## src/rtl/cpu_ctrl_pkg.sv

```systemverilog
// Shared encodings for the multi-cycle CPU controller: states, opcodes,
// ALU operation and operand-select codes, and the packed control word.
package cpu_ctrl_pkg;

    localparam int OP_W    = 6;
    localparam int STATE_W = 4;

    typedef enum logic [STATE_W-1:0] {
        S_FETCH    = 4'd0,
        S_DECODE   = 4'd1,
        S_MEM_ADDR = 4'd2,
        S_MEM_RD   = 4'd3,
        S_MEM_WB   = 4'd4,
        S_MEM_WR   = 4'd5,
        S_R_EXEC   = 4'd6,
        S_R_WB     = 4'd7,
        S_BRANCH   = 4'd8,
        S_JUMP     = 4'd9,
        S_I_EXEC   = 4'd10,
        S_I_WB     = 4'd11
    } state_t;

    localparam logic [OP_W-1:0] OP_RTYPE = 6'h00;
    localparam logic [OP_W-1:0] OP_LW    = 6'h23;
    localparam logic [OP_W-1:0] OP_SW    = 6'h2B;
    localparam logic [OP_W-1:0] OP_BEQ   = 6'h04;
    localparam logic [OP_W-1:0] OP_J     = 6'h02;
    localparam logic [OP_W-1:0] OP_ADDI  = 6'h08;
    localparam logic [OP_W-1:0] OP_SLTI  = 6'h0A;

    localparam logic [2:0] ALUOP_ADD   = 3'd0;
    localparam logic [2:0] ALUOP_SUB   = 3'd1;
    localparam logic [2:0] ALUOP_RTYPE = 3'd2;
    localparam logic [2:0] ALUOP_SLT   = 3'd3;

    localparam logic [1:0] ALUB_RT     = 2'd0;
    localparam logic [1:0] ALUB_FOUR   = 2'd1;
    localparam logic [1:0] ALUB_IMM    = 2'd2;
    localparam logic [1:0] ALUB_IMM_SH = 2'd3;

    localparam logic [1:0] PCSRC_ALU    = 2'd0;
    localparam logic [1:0] PCSRC_ALUOUT = 2'd1;
    localparam logic [1:0] PCSRC_JUMP   = 2'd2;

    typedef struct packed {
        logic       pc_write;
        logic       pc_write_cond;
        logic [1:0] pc_source;
        logic       i_or_d;
        logic       mem_read;
        logic       mem_write;
        logic       ir_write;
        logic       mem_to_reg;
        logic       reg_dst;
        logic       reg_write;
        logic       alu_src_a;
        logic [1:0] alu_src_b;
        logic [2:0] alu_op;
        logic       retire;
        logic       illegal;
    } ctrl_word_t;

    function automatic logic is_legal_op(input logic [OP_W-1:0] op);
        logic legal;
        case (op)
            OP_RTYPE, OP_LW, OP_SW, OP_BEQ, OP_J, OP_ADDI, OP_SLTI: legal = 1'b1;
            default:                                                 legal = 1'b0;
        endcase
        return legal;
    endfunction

endpackage

```

## src/rtl/ctrl_out_decode.sv

```systemverilog
// Combinational decode of the controller state (plus memory handshake and
// opcode where a state needs them) into the datapath control word.
module ctrl_out_decode
    import cpu_ctrl_pkg::*;
(
    input  state_t             state,
    input  logic               mem_ready,
    input  logic [OP_W-1:0]    op_code,
    output ctrl_word_t         ctrl
);

    // Control word decode; every field not named in a state stays 0.
    always_comb begin
        ctrl = '0;
        case (state)
            S_FETCH: begin
                ctrl.mem_read  = 1'b1;
                ctrl.i_or_d    = 1'b0;
                ctrl.alu_src_a = 1'b0;
                ctrl.alu_src_b = ALUB_FOUR;
                ctrl.alu_op    = ALUOP_ADD;
                ctrl.pc_source = PCSRC_ALU;
                if (mem_ready) begin
                    ctrl.ir_write = 1'b1;
                    ctrl.pc_write = 1'b1;
                end else begin
                    ctrl.ir_write = 1'b0;
                    ctrl.pc_write = 1'b0;
                end
            end
            S_DECODE: begin
                ctrl.alu_src_a = 1'b0;
                ctrl.alu_src_b = ALUB_IMM_SH;
                ctrl.alu_op    = ALUOP_ADD;
                if (!is_legal_op(op_code)) begin
                    ctrl.illegal = 1'b1;
                    ctrl.retire  = 1'b1;
                end else begin
                    ctrl.illegal = 1'b0;
                    ctrl.retire  = 1'b0;
                end
            end
            S_MEM_ADDR: begin
                ctrl.alu_src_a = 1'b1;
                ctrl.alu_src_b = ALUB_IMM;
                ctrl.alu_op    = ALUOP_ADD;
            end
            S_MEM_RD: begin
                ctrl.mem_read = 1'b1;
                ctrl.i_or_d   = 1'b1;
            end
            S_MEM_WB: begin
                ctrl.reg_write  = 1'b1;
                ctrl.mem_to_reg = 1'b1;
                ctrl.reg_dst    = 1'b0;
                ctrl.retire     = 1'b1;
            end
            S_MEM_WR: begin
                ctrl.mem_write = 1'b1;
                ctrl.i_or_d    = 1'b1;
                ctrl.retire    = mem_ready;
            end
            S_R_EXEC: begin
                ctrl.alu_src_a = 1'b1;
                ctrl.alu_src_b = ALUB_RT;
                ctrl.alu_op    = ALUOP_RTYPE;
            end
            S_R_WB: begin
                ctrl.reg_write  = 1'b1;
                ctrl.reg_dst    = 1'b1;
                ctrl.mem_to_reg = 1'b0;
                ctrl.retire     = 1'b1;
            end
            S_BRANCH: begin
                ctrl.alu_src_a     = 1'b1;
                ctrl.alu_src_b     = ALUB_RT;
                ctrl.alu_op        = ALUOP_SUB;
                ctrl.pc_write_cond = 1'b1;
                ctrl.pc_source     = PCSRC_ALUOUT;
                ctrl.retire        = 1'b1;
            end
            S_JUMP: begin
                ctrl.pc_write  = 1'b1;
                ctrl.pc_source = PCSRC_JUMP;
                ctrl.retire    = 1'b1;
            end
            S_I_EXEC: begin
                ctrl.alu_src_a = 1'b1;
                ctrl.alu_src_b = ALUB_IMM;
                ctrl.alu_op    = (op_code == OP_SLTI) ? ALUOP_SLT : ALUOP_ADD;
            end
            S_I_WB: begin
                ctrl.reg_write  = 1'b1;
                ctrl.reg_dst    = 1'b0;
                ctrl.mem_to_reg = 1'b0;
                ctrl.retire     = 1'b1;
            end
            default: ctrl = '0;
        endcase
    end

endmodule

```

## src/rtl/multi_cycle_ctrl.sv

```systemverilog
// Multi-cycle CPU control FSM: holds the state register and next-state logic,
// and forces a safe fetch-read-only control word while reset is applied.
module multi_cycle_ctrl
    import cpu_ctrl_pkg::*;
(
    input  logic               clk_i,
    input  logic               rst_i,
    input  logic [OP_W-1:0]    op_code_i,
    input  logic               zero_i,
    input  logic               mem_ready_i,
    output logic               pc_write_o,
    output logic               pc_write_cond_o,
    output logic [1:0]         pc_source_o,
    output logic               i_or_d_o,
    output logic               mem_read_o,
    output logic               mem_write_o,
    output logic               ir_write_o,
    output logic               mem_to_reg_o,
    output logic               reg_dst_o,
    output logic               reg_write_o,
    output logic               alu_src_a_o,
    output logic [1:0]         alu_src_b_o,
    output logic [2:0]         alu_op_o,
    output logic               retire_o,
    output logic               illegal_o,
    output logic [STATE_W-1:0] state_o
);

    state_t     state;
    state_t     next_state;
    ctrl_word_t ctrl_dec;
    ctrl_word_t ctrl_out;
    logic       zero_unused;

    // The branch condition is applied in the datapath via pc_write_cond.
    assign zero_unused = zero_i;

    ctrl_out_decode u_decode (
        .state     (state),
        .mem_ready (mem_ready_i),
        .op_code   (op_code_i),
        .ctrl      (ctrl_dec)
    );

    // State register with asynchronous return to FETCH.
    always_ff @(posedge clk_i or posedge rst_i) begin
        if (rst_i) begin
            state <= S_FETCH;
        end else begin
            state <= next_state;
        end
    end

    // Next-state sequencing; memory states hold until the access completes.
    always_comb begin
        next_state = S_FETCH;
        case (state)
            S_FETCH: begin
                if (mem_ready_i) next_state = S_DECODE;
                else             next_state = S_FETCH;
            end
            S_DECODE: begin
                case (op_code_i)
                    OP_RTYPE:         next_state = S_R_EXEC;
                    OP_LW, OP_SW:     next_state = S_MEM_ADDR;
                    OP_BEQ:           next_state = S_BRANCH;
                    OP_J:             next_state = S_JUMP;
                    OP_ADDI, OP_SLTI: next_state = S_I_EXEC;
                    default:          next_state = S_FETCH;
                endcase
            end
            S_MEM_ADDR: begin
                if (op_code_i == OP_SW)      next_state = S_MEM_WR;
                else if (op_code_i == OP_LW) next_state = S_MEM_RD;
                else                         next_state = S_FETCH;
            end
            S_MEM_RD: begin
                if (mem_ready_i) next_state = S_MEM_WB;
                else             next_state = S_MEM_RD;
            end
            S_MEM_WR: begin
                if (mem_ready_i) next_state = S_FETCH;
                else             next_state = S_MEM_WR;
            end
            S_R_EXEC: next_state = S_R_WB;
            S_I_EXEC: next_state = S_I_WB;
            S_MEM_WB, S_R_WB, S_I_WB, S_BRANCH, S_JUMP: next_state = S_FETCH;
            default:  next_state = S_FETCH;
        endcase
    end

    // During reset only the instruction-fetch read request is presented.
    always_comb begin
        ctrl_out = '0;
        if (rst_i) begin
            ctrl_out.mem_read = 1'b1;
        end else begin
            ctrl_out = ctrl_dec;
        end
    end

    assign pc_write_o      = ctrl_out.pc_write;
    assign pc_write_cond_o = ctrl_out.pc_write_cond;
    assign pc_source_o     = ctrl_out.pc_source;
    assign i_or_d_o        = ctrl_out.i_or_d;
    assign mem_read_o      = ctrl_out.mem_read;
    assign mem_write_o     = ctrl_out.mem_write;
    assign ir_write_o      = ctrl_out.ir_write;
    assign mem_to_reg_o    = ctrl_out.mem_to_reg;
    assign reg_dst_o       = ctrl_out.reg_dst;
    assign reg_write_o     = ctrl_out.reg_write;
    assign alu_src_a_o     = ctrl_out.alu_src_a;
    assign alu_src_b_o     = ctrl_out.alu_src_b;
    assign alu_op_o        = ctrl_out.alu_op;
    assign retire_o        = ctrl_out.retire;
    assign illegal_o       = ctrl_out.illegal;
    assign state_o         = state;

endmodule

```

## config.mk

```make
export PLATFORM = sky130hd
export DESIGN_NAME = multi_cycle_ctrl
export DESIGN_NICKNAME = d
export VERILOG_FILES = /design/src/rtl/cpu_ctrl_pkg.sv /design/src/rtl/ctrl_out_decode.sv /design/src/rtl/multi_cycle_ctrl.sv
export SDC_FILE = /design/constraint.sdc
export NUM_CORES = 1
export LEC_CHECK = 0
export ABC_CLOCK_PERIOD_IN_PS = 1450
export CAP_MARGIN = 0
export CORE_MARGIN = 10
export CORE_UTILIZATION = 38
export CTS_BUF_LIST = sky130_fd_sc_hd__clkbuf_8 sky130_fd_sc_hd__clkbuf_16
export CTS_CLUSTER_SIZE = 8
export DETAILED_ROUTE_END_ITERATION = 8
export PLACE_DENSITY_LB_ADDON = 0.12
export SYNTH_ARGS = -nofsm -noshare
export SYNTH_HDL_FRONTEND = slang
export SYNTH_HIERARCHICAL = 1
export SYNTH_SLANG_ARGS = --single-unit
```

## constraint.sdc

```tcl
create_clock -name clk_i -period 1.45 [get_ports clk_i]
set_input_delay 0.29 -clock clk_i [delete_from_list [all_inputs] [get_ports clk_i]]
set_output_delay 0.29 -clock clk_i [all_outputs]
set_load 0.01 [all_outputs]
```

# Yosys cells after proc, flatten, opt, wreduce, memory -nomap -nowiden
# Index checks and enable logic that the tools add are counted.
# W data, S select, Z words.
[totals] latch_bits=0 memories=0 register_bits=4 rom_bits=0 mem_bits_rw=0 out_inout_bits=23
[classes] n_shift=0 n_reduce_logical=8 bitwise=0 muxes=26 addsub=0 n_div=0 mul=0 eq_ne=17 magnitude_cmp=0
[ops] cell="$pmux W6 S6" n=1
[ops] cell="$pmux W4 S7" n=1
[ops] cell="$pmux W4 S5" n=1
[ops] cell="$eq A4 B3 Y1 const B" n=4
[ops] cell="$eq A4 B4 Y1 const B" n=4
[ops] cell="$mux W13" n=1
[ops] cell="$eq A6 B4 Y1 const B" n=2
[ops] cell="$eq A6 B6 Y1 const B" n=2
[ops] cell="$mux W1" n=11
[ops] cell="$mux W3" n=3
[ops] cell="$pmux W3 S3" n=1
[ops] cell="$eq A4 B2 Y1 const B" n=2
[ops] cell="$reduce_or A2 Y1" n=4
[ops] cell="$reduce_or A7 Y1" n=1
[ops] cell="$eq A6 B2 Y1 const B" n=1
[ops] cell="$eq A6 B3 Y1 const B" n=1
[ops] cell="$logic_not A6 Y1" n=1
[ops] cell="$mux W2" n=3
[ops] cell="$mux W5" n=1
[ops] cell="$reduce_or A5 Y1" n=1
[ops] cell="$eq A4 B1 Y1 const B" n=1
[ops] cell="$logic_not A4 Y1" n=1
[ops] cell="$pmux W2 S2" n=1
[ops] cell="$pmux W1 S3" n=1
[ops] cell="$pmux W1 S2" n=1

# Depth between registers and ports, before layout
[logic_depth] word_depth=7 ltp_mapped=5

# By module
# The synthesis kept the hierarchy.
[by_module_without_submodules] mod="multi_cycle_ctrl" seq_area_each_um2=100.1 area_each_um2=460.4 cells_each=65 n_inst=1
[by_module_without_submodules] mod="ctrl_out_decode" seq_area_each_um2=0.0 area_each_um2=330.3 cells_each=53 n_inst=1

# Worst setup path after synthesis
# No wires, ideal clock.
[synth_path] path_type="flip-flop to output port" startpoint="register state[3] (netlist: state_o[3])" endpoint="output pc_write_cond_o" arrival_ps=1307 path_stages_with_launch=6 setup_slack_ps=-147 n_path_buf=2 path_cell_list="dfrtp_1 buf_2 nand2b_2 nor3_1 buf_4 nor2b_1"
[synth_rtl] item="from (decl)" line="multi_cycle_ctrl.sv:29" source="state_t state;"
[synth_rtl] item="from (signal assigned)" line="multi_cycle_ctrl.sv:50" source="state <= next_state;"
[synth_rtl] item="to (decl)" line="multi_cycle_ctrl.sv:12" source="output logic pc_write_cond_o,"

==> metrics <==
hold violation count in the final report=0; clk sinks=4; cells after synthesis=118; Hold Buf Count CTS=0; Syn. warnings=6; Lkg Pwr=0.732 nW; Seq cells post-synth=4; WL met2=1.79 mm; Final Max Tran Viols=0; Worst EP required=1160 ps; RSZ-0062 raised after global routing=true; Worst-Skew Late Latency=220 ps; reg2reg start=state_o[2]; Initial Utilization=40.3%; maximum VDD drop=283 µV; critical path class=reg2out; buffers added on ports=30; setup slack after layout=-388 ps; Power, Total=0.758 mW; Final setup viols=20; Seq/Total Area, Yosys=12.7%; Final period util=127%; failing checks=negative setup slack; Area Growth Syn to Fin=107%; H-tree Lvls=1; Power per Cell Area=464 nW/µm²; Ports=33; HPWL after detailed placement=2.28 mm; Initial DRC Count=46; Critical Path Fanout Max=12; grt ovf=0; core area=1960 µm²; layout cells sized above 1=62.6%; number of global-route vias before repair=1115; post-route minimum period=1840 ps; initial antenna violation count=0; wire length on met3=248 µm; Worst EP arrival=1550 ps; gr usage total=15.0%; flop-to-flop setup slack=-20 ps; drt pass-1 iters=4; crit path launch type=flop; global-route wire length before repair=5.22 mm; synth unique cells=39; Routed WL=3.53 mm; CTS buffer count=3; synthesized area per cell=6.70 µm²; Crit. End Element=primary output; Layout Nets=193; clk slew on worst S/H paths=40 ps; Reg-to-Reg End=state_o[0]; max-cap violation count=0; die area=4310 µm²; CTS root buffer=clkbuf_8; Vias=1125; Hold WC Path Type=in2async; row count=16; synthesized area=791 µm²; FF-to-FF path depth=6; Largest register FFs=4; Mapped Nets=128; TritonCTS clock tree=yes; Area contributors post-synth=nor2b_1 (17%), dfrtp_1 (13%), nor3_1 (6.3%); vias per cell=5.38; leading area contributor after synthesis=nor2b_1; Max clock buf depth=2; gp weighted congestion=0.783; Max Used Layer=met4; area share of the largest cell type after synthesis=16.6%; Final Non-Filler Cells=209; Die Wd=65.6 µm; status=finished, violations left; M1 WL=1.37 mm; placed insts=196; antenna viol nets, final=0; f_max=544 MHz; diode count=0; largest net degree at the start of global routing=21; Final Util=83.4%; Setup Skew=3.89 ps; Die H=65.6 µm; wire per inst=16.9 µm; Post-route DRC=0
## layout by cell type (no fill, tap or decap), drive strengths merged, types with 2 or more instances in the layout
master,count
clkbuf,5
nand2,9
nor2,11
nor2b,21
clkdlybuf4s15,4
inv,5
nor3b,5
dfrtp,4
xnor2,2
o31ai,2
or2,2
or3b,2
a211oi,3
a21oi,5
nand2b,6
buf,60
nor3,10
dlygate4sd2,2
and3,2
nand3,4
o21ai,4
## cells in the mapped netlist (all sizes together)
| cell | n |
|---|---|
| a22oi | 1 |
| and3 | 2 |
| nor3b | 5 |
| xnor2 | 2 |
| nor2 | 11 |
| clkbuf | 3 |
| a211o | 1 |
| a211oi | 3 |
| or2 | 2 |
| nand2 | 9 |
| nor4 | 1 |
| o211ai | 1 |
| dfrtp | 4 |
| nand4 | 1 |
| nor3 | 10 |
| nand2b | 6 |
| conb | 1 |
| or3 | 1 |
| buf | 6 |
| o21ai | 4 |
| a21oi | 5 |
| a32oi | 1 |
| a21boi | 1 |
| o32ai | 1 |
| a32o | 1 |
| o31ai | 2 |
| o221ai | 1 |
| or4 | 1 |
| inv | 4 |
| or3b | 2 |
| nor2b | 21 |
| nand3 | 4 |
## how the worst max path moves through the flow
stage                            start           to  depth (start not counted)
after detailed placement  op_code_i[2]  alu_op_o[0]                          6
after CTS                   state_o[0]     retire_o                          5
after global placement    op_code_i[1]     retire_o                          6
final                       state_o[1]     i_or_d_o                          5
after floorplan             state_o[0]     retire_o                          4
after global routing        state_o[1]     i_or_d_o                          5
## final cells by class
| type | instances | area [µm²] |
|---|---|---|
| timing repair buffer | 69 | 604 |
| fill | 120 | 327 |
| clock buffer | 3 | 41.3 |
| sequential | 4 | 105 |
| multi-input combinational | 101 | 832 |
| inverter | 4 | 15.0 |
| clock inverter | 1 | 3.75 |
| tap | 27 | 33.8 |
## power breakdown
| part | leakage, nW | switching [mW] | total (mW) | internal (mW) |
|---|---|---|---|---|
| Combinational | 0.657 | 0.172 | 0.378 | 0.205 |
| Clock | 0.0269 | 0.0684 | 0.250 | 0.182 |
| Sequential | 0.0480 | 0.0125 | 0.130 | 0.118 |
| Total | 0.732 | 0.253 | 0.758 | 0.505 |
## timing repair
item | in CTS | in global routing
hold endpoints to repair | 0 | 0
resized for setup | 129 | 30
endpoints found under the setup margin | 26 | 23
setup buffers | 8 | 3
pin swaps | 14 | 9
## through the flow
step / TNS (ps) / hold slack, ps / setup slack (ps) / cell area, µm²
floorplan: -27.0 / 296 / -27.0 / 866
global placement: -11620 / 712 / -958 / 1370
detailed placement: -12360 / 733 / -1050 / 1370
CTS: -4780 / 515 / -379 / 1520
global route: -6220 / 527 / -424 / 1640
finish: -4870 / 509 / -388 / 1640
## critical path, cell delays in order (launching register included)
cell and delay [ps]:
dfrtp_2 440, buf_12 170, xnor2_2 160, nor3b_2 210, nor2b_2 200, buf_2 150
## routing by layer
| metal | global-route usage [%] | vias up |
|---|---|---|
| li1 | - | 544 |
| met1 | 16.4 | 517 |
| met2 | 27.1 | 54 |
| met3 | 4.07 | 10 |
| met4 | 4.81 | 0 |
| met5 | 0 | - |
## kinds of logic (layout without fill, tap and decap cells)
group	count (synthesis)	after routing	share of synthesized area (%)
other	1	1	0.474
and+or+nand+nor	76	76	55.5
xor gates and xnor gates	2	2	2.22
buffers and inverters	13	77	8.54
AOI/OAI and AO/OA	22	22	20.6
DFF	4	4	12.7
No activity file was read; power rests on OpenSTA's default activity.
